**config.mk**
```make
export PLATFORM = sky130hd
export DESIGN_NAME = move_cmd_gen
export DESIGN_NICKNAME = d
export VERILOG_FILES = /design/src/rtl/move_cmd_gen.sv
export SDC_FILE = /design/constraint.sdc
export NUM_CORES = 1
export LEC_CHECK = 0
export ABC_CLOCK_PERIOD_IN_PS = 3100
export CAP_MARGIN = 20
export CORE_UTILIZATION = 45
export DETAILED_ROUTE_END_ITERATION = 10
export PLACE_DENSITY_LB_ADDON = 0.3
export SLEW_MARGIN = 20
export SYNTH_ARGS = -nofsm -noshare
export SYNTH_HDL_FRONTEND = slang
export SYNTH_SLANG_ARGS = --single-unit
```
**constraint.sdc**
```tcl
create_clock -name clk -period 3.1 [get_ports clk]
set_input_delay 0.62 -clock clk [delete_from_list [all_inputs] [get_ports clk]]
set_output_delay 0.62 -clock clk [all_outputs]
set_load 0.005 [all_outputs]
```
**src/rtl/move_cmd_gen.sv**
```systemverilog
// rtl/move_cmd_gen.sv - button synchroniser, debouncer and one-move-at-a-time direction arbiter
module move_cmd_gen #(
    parameter int DEBOUNCE_CYCLES = 500000,
    parameter int CNT_W           = 20
) (
    input  logic       clk,
    input  logic       reset,
    input  logic       key_right_n,
    input  logic       key_left_n,
    input  logic       key_up_n,
    input  logic       key_down_n,
    output logic       mov_right,
    output logic       mov_left,
    output logic       mov_up,
    output logic       mov_down,
    output logic       busy,
    output logic [7:0] move_count
);

    localparam logic [CNT_W-1:0] CNT_MAX = CNT_W'(DEBOUNCE_CYCLES - 1);

    typedef enum logic [1:0] {IDLE, HOLD, RELEASE_WAIT} state_t;

    // Key index: 0 = right, 1 = left, 2 = up, 3 = down (also the priority order).
    logic [3:0]       raw_n;
    logic [3:0]       sync1_n;
    logic [3:0]       sync2_n;
    logic [3:0]       synced;
    logic [3:0]       stable;
    logic [CNT_W-1:0] cnt [4];

    state_t     state, state_next;
    logic [1:0] sel, sel_next;
    logic [3:0] mov, mov_next;
    logic       count_inc;

    assign raw_n  = {key_down_n, key_up_n, key_left_n, key_right_n};
    assign synced = ~sync2_n;

    always_ff @(posedge clk or negedge reset) begin
        if (!reset) begin
            sync1_n <= '1;
            sync2_n <= '1;
        end else begin
            sync1_n <= raw_n;
            sync2_n <= sync1_n;
        end
    end

    // A key must disagree with its stable value for DEBOUNCE_CYCLES straight edges to flip it.
    always_ff @(posedge clk or negedge reset) begin
        if (!reset) begin
            stable <= '0;
            for (int i = 0; i < 4; i++) cnt[i] <= '0;
        end else begin
            for (int i = 0; i < 4; i++) begin
                if (synced[i] == stable[i]) begin
                    cnt[i] <= '0;
                end else if (cnt[i] == CNT_MAX) begin
                    stable[i] <= synced[i];
                    cnt[i]    <= '0;
                end else begin
                    cnt[i] <= cnt[i] + 1'b1;
                end
            end
        end
    end

    always_ff @(posedge clk or negedge reset) begin
        if (!reset) begin
            state      <= IDLE;
            sel        <= 2'd0;
            mov        <= 4'd0;
            move_count <= 8'd0;
        end else begin
            state <= state_next;
            sel   <= sel_next;
            mov   <= mov_next;
            if (count_inc) move_count <= move_count + 8'd1;
        end
    end

    always_comb begin
        state_next = state;
        sel_next   = sel;
        mov_next   = 4'd0;
        count_inc  = 1'b0;
        case (state)
            IDLE: begin
                if (|stable) begin
                    if (stable[0])      sel_next = 2'd0;
                    else if (stable[1]) sel_next = 2'd1;
                    else if (stable[2]) sel_next = 2'd2;
                    else                sel_next = 2'd3;
                    mov_next   = 4'b0001 << sel_next;
                    state_next = HOLD;
                end
            end
            HOLD: begin
                mov_next = 4'b0001 << sel;
                if (!stable[sel]) begin
                    mov_next   = 4'd0;
                    count_inc  = 1'b1;
                    // Any other key still down must be fully released before a new move.
                    state_next = (|(stable & ~(4'b0001 << sel))) ? RELEASE_WAIT : IDLE;
                end
            end
            RELEASE_WAIT: begin
                if (stable == 4'd0) state_next = IDLE;
            end
            default: state_next = IDLE;
        endcase
    end

    assign mov_right = mov[0];
    assign mov_left  = mov[1];
    assign mov_up    = mov[2];
    assign mov_down  = mov[3];
    assign busy      = (state != IDLE);

endmodule
```
# Word level (Yosys, flattened, before mapping)
# Index checks and enable logic that the tools add are counted.
# W data, S select, Z words.
[word_totals]
ff_bits = 108
latchBits = 0
ram_bits = 0
rom_bits = 0
word_cells = 78
memories = 0
[classes]
addsub = 5
n_mul = 0
div = 0
n_lt_le_gt_ge = 1
n_eq_ne = 13
shift = 2
mux = 25
bitwise = 7
n_reduce_logical = 11
[op_table]
columns = ["operator", "count"]
rows = [
  ["$mux W20", 8],
  ["$add A20 B1 Y20 const B", 4],
  ["$eq A20 B19 Y1 const B", 4],
  ["$mux W2", 8],
  ["$reduce_and A2 Y1", 5],
  ["$add A8 B1 Y8 const B", 1],
  ["$mux W4", 2],
  ["$not A4 Y4", 2],
  ["$pmux W4 S2", 1],
  ["$reduce_or A4 Y1", 2],
  ["$shl A1 B2 Y4 const A", 2],
  ["$ne A2 B2 Y1 const B", 3],
  ["$pmux W2 S3", 1],
  ["$and A4 B4 Y4", 1],
  ["$eq A1 B1 Y1", 4],
  ["$logic_not A4 Y1", 1],
  ["$mux W1", 4],
  ["$not A1 Y1", 4],
  ["$lt A2 B3 Y1 const B", 1],
  ["$reduce_and A3 Y1", 1],
  ["$bmux W1 S2", 1],
  ["$eq A2 B1 Y1 const B", 1],
  ["$eq A2 B2 Y1 const B", 1],
  ["$logic_not A2 Y1", 1],
  ["$reduce_bool A2 Y1", 1],
]

# Depth between registers and ports, before layout
# Gate-level depths: netlist of run 1.
[logic_depth]
depth_word = 8
ltp_mapped = 6

# Worst setup path before layout of run 1
# Ideal clock, no wire load.
[synth_timing]
path_type = "reg-to-reg"
startpoint = "register cnt[40] (netlist name)"
endpoint = "register cnt[56] (netlist name)"
setup_ns = 0.078
arrival_ns = 1.966
slack_ns = 1.056
stages_incl_launch_ff = 7
n_path_buf = 1
cell_sequence = "dfrtp_1 > ha_1 > nand4_2 > or4_1 > buf_2 > or4_1 > a21oi_1"
[synth_between]
elab_chain_len = 3
word_cells_on_any_way = 4
[synth_lines]
columns = ["item", "line_no", "rtl"]
rows = [
  ["start: declaration", "30", "logic [CNT_W-1:0] cnt [4];"],
  ["start signal: indexed assignment", "63", "cnt[i] <= cnt[i] + 1'b1;"],
  ["$add A20 B1 Y20 / $eq A20 B19 Y1 (equally long branches)", "63, 59", ""],
  ["$mux W20 (*)", "59", "end else if (cnt[i] == CNT_MAX) begin"],
  ["$mux W20 (*)", "57", "if (synced[i] == stable[i]) begin"],
]
# Mark *: on every way between the ends. The rest lies on a longest branch, timed or not.
# A chain may end at the register's enable or synchronous reset.

# Worst setup path in the final report of run 1
[layout_timing]
startpoint = "register cnt[11] (netlist name)"
endpoint = "register cnt[3] (netlist name)"
[layout_between]
elab_chain_len = 3
[layout_lines]
columns = ["item", "line_no"]
rows = [
  ["$eq A20 B19 Y1", "59"],
  ["$mux W20", "59"],
  ["$mux W20", "57"],
]
# Every way passes these cells.

==> flow_summary.yaml, run 1 <==
timing:
  fin_crit_sh_pct: 72.8
  tightestPinTransition_ns: 0.676
  period_needed_ns: 2.26
  rsz0062_at_grt: "no"
  setup_violations: 0
  max_freq_mhz: 443
  fin_tns_setup_ns: 0
  relSlewSlack_pct: 54.9
  finalMaxSlewViolations: 0
  final-hold-violation-count: 0
  finClkSkew_ns: 0.00558
grt:
  grtUsageMet2_pct: 29.0
  top_usage_layer: "met2"
  grt_max_degree: 57
  grt_util_met3_pct: 4.33
  antenna_found_initial: 0
  grtUsageMet1_pct: 21.8
  grt_pass1_vias: 3682
  grt_overflow: 0
  gr-usage-all-layers_pct: 17.5
  grt_pass1_wl_mm: 16.5
die:
  start_util_pct: 46.1
  num_rows: 39
  dieArea_mm2: 0.0121
  io_pins: 19
  die_x_um: 110
  core_area_mm2: 0.0114
  dieHeight_um: 110
detailed_routing:
  via_per_inst: 5.58
  drc_errors: 0
  initialDrtViolationCount: 257
  wl_per_cell_um: 14.0
  route.vias.total: 3802
  first_pass_iters: 5
  final_antenna_net_count: 0
  drt_wl_total_mm: 9.54
synth:
  syn_area_mm2: 0.00524
  synth_edf_count: 0
  synth-seq-cells: 108
  yosysWarnings: 0
  synth.distinct_cells: 47
  synthCells: 517
  ys_seq_area_share_pct: 51.7
  avgSynthCellArea_um2: 10.1
  synthArstFlopShare_pct: 100
  synth_ff_type: "dfrtp_1"
  synth_nets: 528
placement:
  dp.cells: 665
  place_hpwl_mm: 6.52
  postPlaceCellArea_mm2: 0.00555
  finalWeightedCongestion: 0.889
  port_buffers: 18
cts:
  cts_setup_buffers: 0
  holdBufCountCts: 0
  cts_root_buf: "clkbuf_16"
  cts_buffers: 9
  clock_latency_ns: 0.34
  cts_tree: "done"
  clk_path_buf_depth: 2
  post_cts_resized: 0
  cts_max_level: 3
  clk_pin_slew_ns: 0.07
  clock-sinks: 108
setup_path:
  timing.rr.end: "cnt[3]"
  path_max_fanout: 17
  worstPathRequired_ns: 3.31
  startpoint_type: "flip-flop"
  critPathKind: "flip-flop to flip-flop"
  rrSetupSlack_ns: 0.84
  ff2ff_path_depth: 4
  worstReg2RegStart: "cnt[11]"
  crit_path_end_kind: "flip-flop"
  slowest_delay_ns: 0.58
  arrival_ns: 2.47
  cp_slowest_cell: "or4_4"
  crit_chain: "or4b_1, or4_4, o21bai_4, nor2_1"
cells_and_area:
  seq_area_mm2: 0.00271
  multi_input_area_mm2: 0.00236
  finalNetCount: 544
  area_delta_synth_final_pct: 11.5
  final_layout_size_suffix_gt1_share_pct: 10.0
  layout_commonest_cell: "dfrtp_1"
  diodes: 0
  final_cell_mix: "dfrtp_1, nor2_1, xnor2_1"
  fillCellCount: 1041
  design_area_mm2: 0.00584
  instances_no_fill: 681
outcome:
  outcome: "finished clean"
worst_hold_path:
  hold_path.class: "input pin to async pin"
power:
  power.density_mw_per_mm2: 451
  p_leak_nw: 2.30
  ir_drop_mv: 0.320
job:
  drv_cap: 0
[sequential cells by signal, summed over array words and instances (netlist names)]
name        cells
sync2_n         4
sync1_n         4
cnt            80
stable          4
move_count      8
state           2
sel             2
mov             4
[how the worst max path moves through the flow]
| stage | from | endpoint | slack [ns] | cells past startpoint |
|---|---|---|---|---|
| 2_1_floorplan | cnt[40] | cnt[56] | 1.06 | 6 |
| 3_3_place_gp | cnt[9] | cnt[3] | 0.88 | 4 |
| 3_5_place_dp | cnt[11] | cnt[6] | 0.84 | 4 |
| 4_1_cts | cnt[11] | cnt[6] | 0.83 | 4 |
| 5_1_grt | cnt[0] | cnt[3] | 0.69 | 5 |
| 6_report | cnt[11] | cnt[3] | 0.84 | 4 |
[metal layers]
metal  share of wire, %  wire (µm)
met2                 48       4590
met5                  0          0
met4                1.4        137
met3                3.1        291
met1                 47       4510
[power by group]
| part | internal, mW | leakage (nW) | total, mW | switching, mW |
|---|---|---|---|---|
| Sequential | 1.43 | 1.47 | 1.45 | 0.0168 |
| Combinational | 0.0262 | 0.687 | 0.0832 | 0.0570 |
| Clock | 0.610 | 0.138 | 1.11 | 0.496 |
[cell type report]
class / count / area share (%)
flip-flops and latches: 108 / 46.4
multi-input cells: 370 / 40.4
clock buffers: 13 / 4.62
clock inverters: 3 / 0.343
well taps: 143 / 3.06
repair buffers: 21 / 3.64
inverters: 23 / 1.48
[critical path: cells and delay by family (launching register included)]
kind	cells	cell delay, ns
AO/OA/AOI/OAI	1	0.47
flip-flops	1	0.42
AND/OR/NAND/NOR	3	1.22
[per-stage QoR]
step	power, mW	util, %	setup slack (ns)	hold WS [ns]
finish	2.64	51.4	0.844	0.306
CTS	2.67	51.4	0.832	0.331
detailed placement	1.56	48.9	0.836	0.347
floorplan	1.51	-	1.06	0.324
global placement	1.56	48.9	0.879	0.347
global route	2.74	51.4	0.689	0.355
[cells in the mapped netlist, drive strengths merged, types with 6 or more instances]
library cell  number  area share (%)
a21oi             25             2.4
dfstp              8             4.0
nor2              69             5.4
xnor2             39             6.5
o21ai             14             1.3
nand3             31             3.0
or3               12             1.4
o31ai             17             2.6
dfrtp            100              48
nand2             24             1.7
and3               7            0.84
or2                6            0.72
nor4              11             1.3
or4               19             2.8
inv               23             1.6
nor3              15             1.4
clkbuf            11            0.81
nand4             23             2.9
xor2              20             3.3
[kinds of logic after synthesis]
| family | share of synthesized area [%] |
|---|---|
| and+or+nand+nor | 24.7 |
| DFF | 51.7 |
| AOI/OAI and AO/OA | 7.49 |
| xor gates and xnor gates | 9.85 |
| buffers and inverters | 3.20 |
| muxes | 1.81 |
| adders and majority gates | 1.19 |
Note: power is estimated with default switching activity, not from simulation.
==> inputs of run 2 (changes only) <==
--- a/config.mk
+++ b/config.mk
@@ -5,7 +5,7 @@
 export SDC_FILE = /design/constraint.sdc
 export NUM_CORES = 1
 export LEC_CHECK = 0
-export ABC_CLOCK_PERIOD_IN_PS = 3100
+export ABC_CLOCK_PERIOD_IN_PS = 1950
 export CAP_MARGIN = 20
 export CORE_UTILIZATION = 45
 export DETAILED_ROUTE_END_ITERATION = 10
==> constraint.sdc (replaced) <==
create_clock -name clk -period 1.95 [get_ports clk]
set_input_delay 0.39 -clock clk [delete_from_list [all_inputs] [get_ports clk]]
set_output_delay 0.39 -clock clk [all_outputs]
set_load 0.005 [all_outputs]
==> run 2 against run 1 <==
- the run now ends with negative setup slack left
- total power is 61% higher
- critical path depth up 1
- utilization increased by 2.9 points
- global-route usage increased by 0.76 points
- count of clock-buffer cells in the layout down 1
- via count up 2.7%
- critical endpoint is now cnt[6]
- setup slack got worse by 0.87 ns
- non-clock buffer count is 35 higher
- sequential share of layout area is 2.5 points lower
==> flow_summary.yaml, run 2 (synthesized netlist as in run 1, its figures left out) <==
outcome:
  outcome: "finished with violations"
  failed_checks: "negative setup slack"
timing:
  setup_slack_ns: -0.0231
  tightestPinTransition_ns: 0.592
  fin_crit_sh_pct: 101
  setup_violations: 16
  finalMaxSlewViolations: 0
  period_needed_ns: 1.97
  fin_tns_setup_ns: -0.161
  final-hold-violation-count: 0
  max_freq_mhz: 507
  rsz0062_at_grt: "yes"
  finClkSkew_ns: 0.00495
  relSlewSlack_pct: 60.5
job:
  drv_cap: 0
cells_and_area:
  final_cell_mix: "dfrtp_1, nor2_1, xnor2_1"
  design_area_mm2: 0.00618
  largest_registers: "cnt: 80 flops, move_count: 8 flops"
  diodes: 0
  final_layout_size_suffix_gt1_share_pct: 17.3
  layout_commonest_cell: "dfrtp_1"
  largest_register: "cnt"
  instances_no_fill: 716
  finalNetCount: 579
  largest_reg_flops: 80
  area_delta_synth_final_pct: 17.8
placement:
  place_hpwl_mm: 6.67
  dp.cells: 699
  finalWeightedCongestion: 0.880
  postPlaceCellArea_mm2: 0.00583
  place_ws_ns: -0.0282
  port_buffers: 18
setup_path:
  ff2ff_path_depth: 5
  critPathKind: "flip-flop to flip-flop"
  startpoint_type: "flip-flop"
  timing.rr.end: "cnt[6]"
  rrSetupSlack_ns: -0.02
  path_max_fanout: 17
  worstPathRequired_ns: 2.18
  crit_path_end_kind: "flip-flop"
  arrival_ns: 2.21
  worstReg2RegStart: "cnt[11]"
detailed_routing:
  routed-wl-met2_mm: 4.80
  via_per_inst: 5.45
  detailroute.wirelength.met3_um: 313
  met1Wirelength_mm: 4.69
  wl_per_cell_um: 13.8
  final_antenna_net_count: 0
  drc_errors: 0
  first_pass_iters: 6
  route.vias.total: 3905
  initialDrtViolationCount: 248
  highest_layer: "met4"
  drt_wl_total_mm: 9.91
grt:
  gr-usage-all-layers_pct: 18.3
  grt_max_degree: 109
  antenna_found_initial: 0
  grt_overflow: 0
  grt_pass1_wl_mm: 17.0
  grt_pass1_vias: 3721
cts:
  clock_latency_ns: 0.34
  cts_max_level: 3
  clock-sinks: 108
  clk_path_buf_depth: 2
  cts_buffers: 9
  cts_root_buf: "clkbuf_16"
  clk_pin_slew_ns: 0.07
  cts_tree: "done"
die:
  io_pins: 19
  num_rows: 39
  dieArea_mm2: 0.0121
  core_area_mm2: 0.0114
  start_util_pct: 46.1
  dieHeight_um: 110
  die_x_um: 110
power:
  ir_drop_mv: 0.772
  power.total_mw: 4.26
  power.density_mw_per_mm2: 689
  p_leak_nw: 2.48
worst_hold_path:
  hold_path.class: "input pin to async pin"
## run 2: per-stage QoR
| step | hold WS, ns | utilization (%) |
|---|---|---|
| after floorplan | 0.0944 | - |
| after global placement | 0.346 | 51.3 |
| after detailed placement | 0.347 | 51.3 |
| after CTS | 0.136 | 54.0 |
| after global routing | 0.155 | 54.3 |
| final | 0.0683 | 54.3 |
## run 2: worst max path at each step
| stage | cells after the start | end | slack [ns] | start |
|---|---|---|---|---|
| 2_1_floorplan | 5 | cnt[8] | -0.06 | cnt[9] |
| 3_3_place_gp | 5 | cnt[15] | -0.007 | cnt[11] |
| 3_5_place_dp | 5 | cnt[56] | -0.03 | cnt[41] |
| 4_1_cts | 5 | cnt[6] | -0.04 | cnt[11] |
| 5_1_grt | 5 | cnt[15] | -0.09 | cnt[11] |
| 6_report | 5 | cnt[6] | -0.02 | cnt[11] |
## run 2: area by class of cell
| type | count | area (µm²) |
|---|---|---|
| flip-flops and latches | 108 | 2710 |
| clock inverters | 4 | 50.0 |
| fillers | 1015 | 5190 |
| inverters | 23 | 86.3 |
| clock buffers | 12 | 246 |
| repair buffers | 56 | 488 |
| multi-input cells | 370 | 2410 |
| well taps | 143 | 179 |
## run 2: power breakdown
part / internal (mW) / total (mW) / switching [mW] / leakage, nW
Combinational: 0.0573 / 0.156 / 0.0989 / 0.868
Sequential: 2.27 / 2.30 / 0.0258 / 1.47
Clock: 1.03 / 1.80 / 0.770 / 0.139
## run 2: layer usage
layer | GRT usage (%) | vias up
li1 | - | 1944
met5 | 0 | -
met4 | 4.76 | 0
met1 | 23.8 | 1904
met2 | 29.6 | 50
met3 | 5.51 | 7
## run 2: repair_timing
item	in CTS	in global routing
gates resized for setup	2	8
endpoints found under the hold margin	0	0
buffers inserted	1	0
endpoints found under the setup margin	20	23
hold buffers	0	0
pin swaps	1	4
gates cloned	0	0
## run 2: worst max-delay path: stages, from the launching register on
cell and delay [ns]:
dfrtp_1 0.37, or4b_1 0.53, or4_4 0.58, o21bai_4 0.15
buf_12 0.17, nor2_1 0.06
==> inputs of run 3 (changes only) <==
--- a/config.mk
+++ b/config.mk
@@ -9,6 +9,7 @@
 export CAP_MARGIN = 20
 export CORE_UTILIZATION = 45
 export DETAILED_ROUTE_END_ITERATION = 10
+export MAX_ROUTING_LAYER = met4
 export PLACE_DENSITY_LB_ADDON = 0.3
 export SLEW_MARGIN = 20
 export SYNTH_ARGS = -nofsm -noshare
==> run 3 against run 2 <==
- the flow still finishes with violations (negative setup slack)
- highest routed layer unchanged
- sequential cell count is the same
- first-iteration DRC count down 11%
- die area unchanged
- sequential power hardly changed
- count of clock-buffer cells in the layout is the same
- clock skew decreased by 0.00099 ns
- hold slack about the same
- combinational power is essentially flat
- utilization is the same
- total power about the same
- clock power is essentially flat
==> flow_summary.yaml, run 3 (synthesized netlist as in run 1, its figures left out) <==
detailed_routing:
  initialDrtViolationCount: 221
  via_per_inst: 5.46
  route.vias.total: 3911
  wl_per_cell_um: 13.8
  drc_errors: 0
  drt_wl_total_mm: 9.91
  final_antenna_net_count: 0
  first_pass_iters: 4
placement:
  dp.cells: 699
  finalWeightedCongestion: 0.895
  port_buffers: 18
  postPlaceCellArea_mm2: 0.00583
  place_hpwl_mm: 6.67
timing:
  setup_violations: 16
  final-hold-violation-count: 0
  relSlewSlack_pct: 60.5
  fin_tns_setup_ns: -0.170
  finalMaxSlewViolations: 0
  setup_slack_ns: -0.0245
  period_needed_ns: 1.97
  max_freq_mhz: 506
  rsz0062_at_grt: "yes"
  holdWs_ns: 0.0684
  fin_crit_sh_pct: 101
  finClkSkew_ns: 0.00395
  tightestPinTransition_ns: 0.592
cts:
  cts_max_level: 3
  cts_buffers: 9
  cts_root_buf: "clkbuf_16"
  clk_pin_slew_ns: 0.07
  clock_latency_ns: 0.34
  clock-sinks: 108
  cts_tree: "done"
  clk_path_buf_depth: 2
cells_and_area:
  fillCellCount: 1015
  largest_reg_flops: 80
  design_area_mm2: 0.00618
  largest_register: "cnt"
  final_cell_mix: "dfrtp_1, nor2_1, xnor2_1"
  seq_area_mm2: 0.00271
  diodes: 0
  multi_input_area_mm2: 0.00241
  instances_no_fill: 716
  layout_commonest_cell: "dfrtp_1"
  largest_registers: "cnt: 80 flops, move_count: 8 flops"
  finalNetCount: 579
  final_layout_size_suffix_gt1_share_pct: 17.3
  area_delta_synth_final_pct: 17.8
die:
  die_x_um: 110
  start_util_pct: 46.1
  num_rows: 39
  dieArea_mm2: 0.0121
  dieHeight_um: 110
  io_pins: 19
  core_area_mm2: 0.0114
setup_path:
  slowest_delay_ns: 0.58
  path_max_fanout: 17
  crit_chain: "or4b_1, or4_4, o21bai_4, buf_12, nor2_1"
  worstPathRequired_ns: 2.18
  arrival_ns: 2.21
  critPathBufInv: 1
  critPathKind: "flip-flop to flip-flop"
  crit_path_end_kind: "flip-flop"
  cp_slowest_cell: "or4_4"
  startpoint_type: "flip-flop"
  cpLargestDelayFamily: "simple AND/OR/NAND/NOR gates"
grt:
  gr-usage-all-layers_pct: 18.9
  grt_pass1_vias: 3710
  grt_overflow: 0
  grt_pass1_wl_mm: 17.0
  antenna_found_initial: 0
  grt_max_degree: 109
power:
  power.density_mw_per_mm2: 689
  ir_drop_mv: 0.773
  p_leak_nw: 2.48
  power.total_mw: 4.26
job:
  drv_cap: 0
outcome:
  outcome: "finished with violations"
  failed_checks: "negative setup slack"
worst_hold_path:
  hold_path.class: "input pin to async pin"
-- run 3: cell counts in the layout (fill, tap and decap cells not counted) --
No cell type changed its count.
-- run 3: worst paths after layout --
check	startpoint	to	slack, ns	depth (start not counted)
worst max-delay path	cnt[11]	cnt[6]	-0.02	5
worst min-delay path	reset	cnt[52]	0.07	2
worst max register to register	cnt[11]	cnt[6]	-0.02	5
worst min register to register	sync1_n[3]	sync2_n[3]	0.36	0
max in group asynchronous	reset	cnt[71]	1.40	2
min in group clk	sync1_n[3]	sync2_n[3]	0.36	0
-- run 3: repair_timing --
item,CTS,global route
hold buffers,0,0
pin swaps,1,4
resized for setup,2,8
setup buffers,1,0
endpoints found under the setup margin,20,23
-- run 3: power by group --
group | internal, mW | leakage, nW | switching [mW]
registers | 2.27 | 1.47 | 0.0257
clock network | 1.03 | 0.139 | 0.772
logic | 0.0573 | 0.868 | 0.0988
-- run 3: area by class of cell --
cell class	count	area share (%)
repair buffers	56	7.90
multi-input cells	370	39.1
flip-flops and latches	108	43.9
clock buffers	12	3.99
well taps	143	2.90
inverters	23	1.40
clock inverters	4	0.810
-- run 3: metrics by stage --
stage	util [%]	setup WS, ns
floorplan	-	-0.0620
global placement	51.3	-0.00703
detailed placement	51.3	-0.0282
CTS	54.0	-0.0373
global route	54.3	-0.0939
finish	54.3	-0.0245
-- run 3: layer usage --
| metal | up-vias | part of all wire (%) | wire, µm | GRT usage, % |
|---|---|---|---|---|
| met3 | 6 | 3.2 | 313 | 5.87 |
| met1 | 1909 | 47 | 4700 | 23.9 |
| met5 | - | 0 | 0 | - |
| met4 | 0 | 0.83 | 82 | 4.48 |
| li1 | 1944 | - | - | - |
| met2 | 52 | 49 | 4810 | 29.6 |
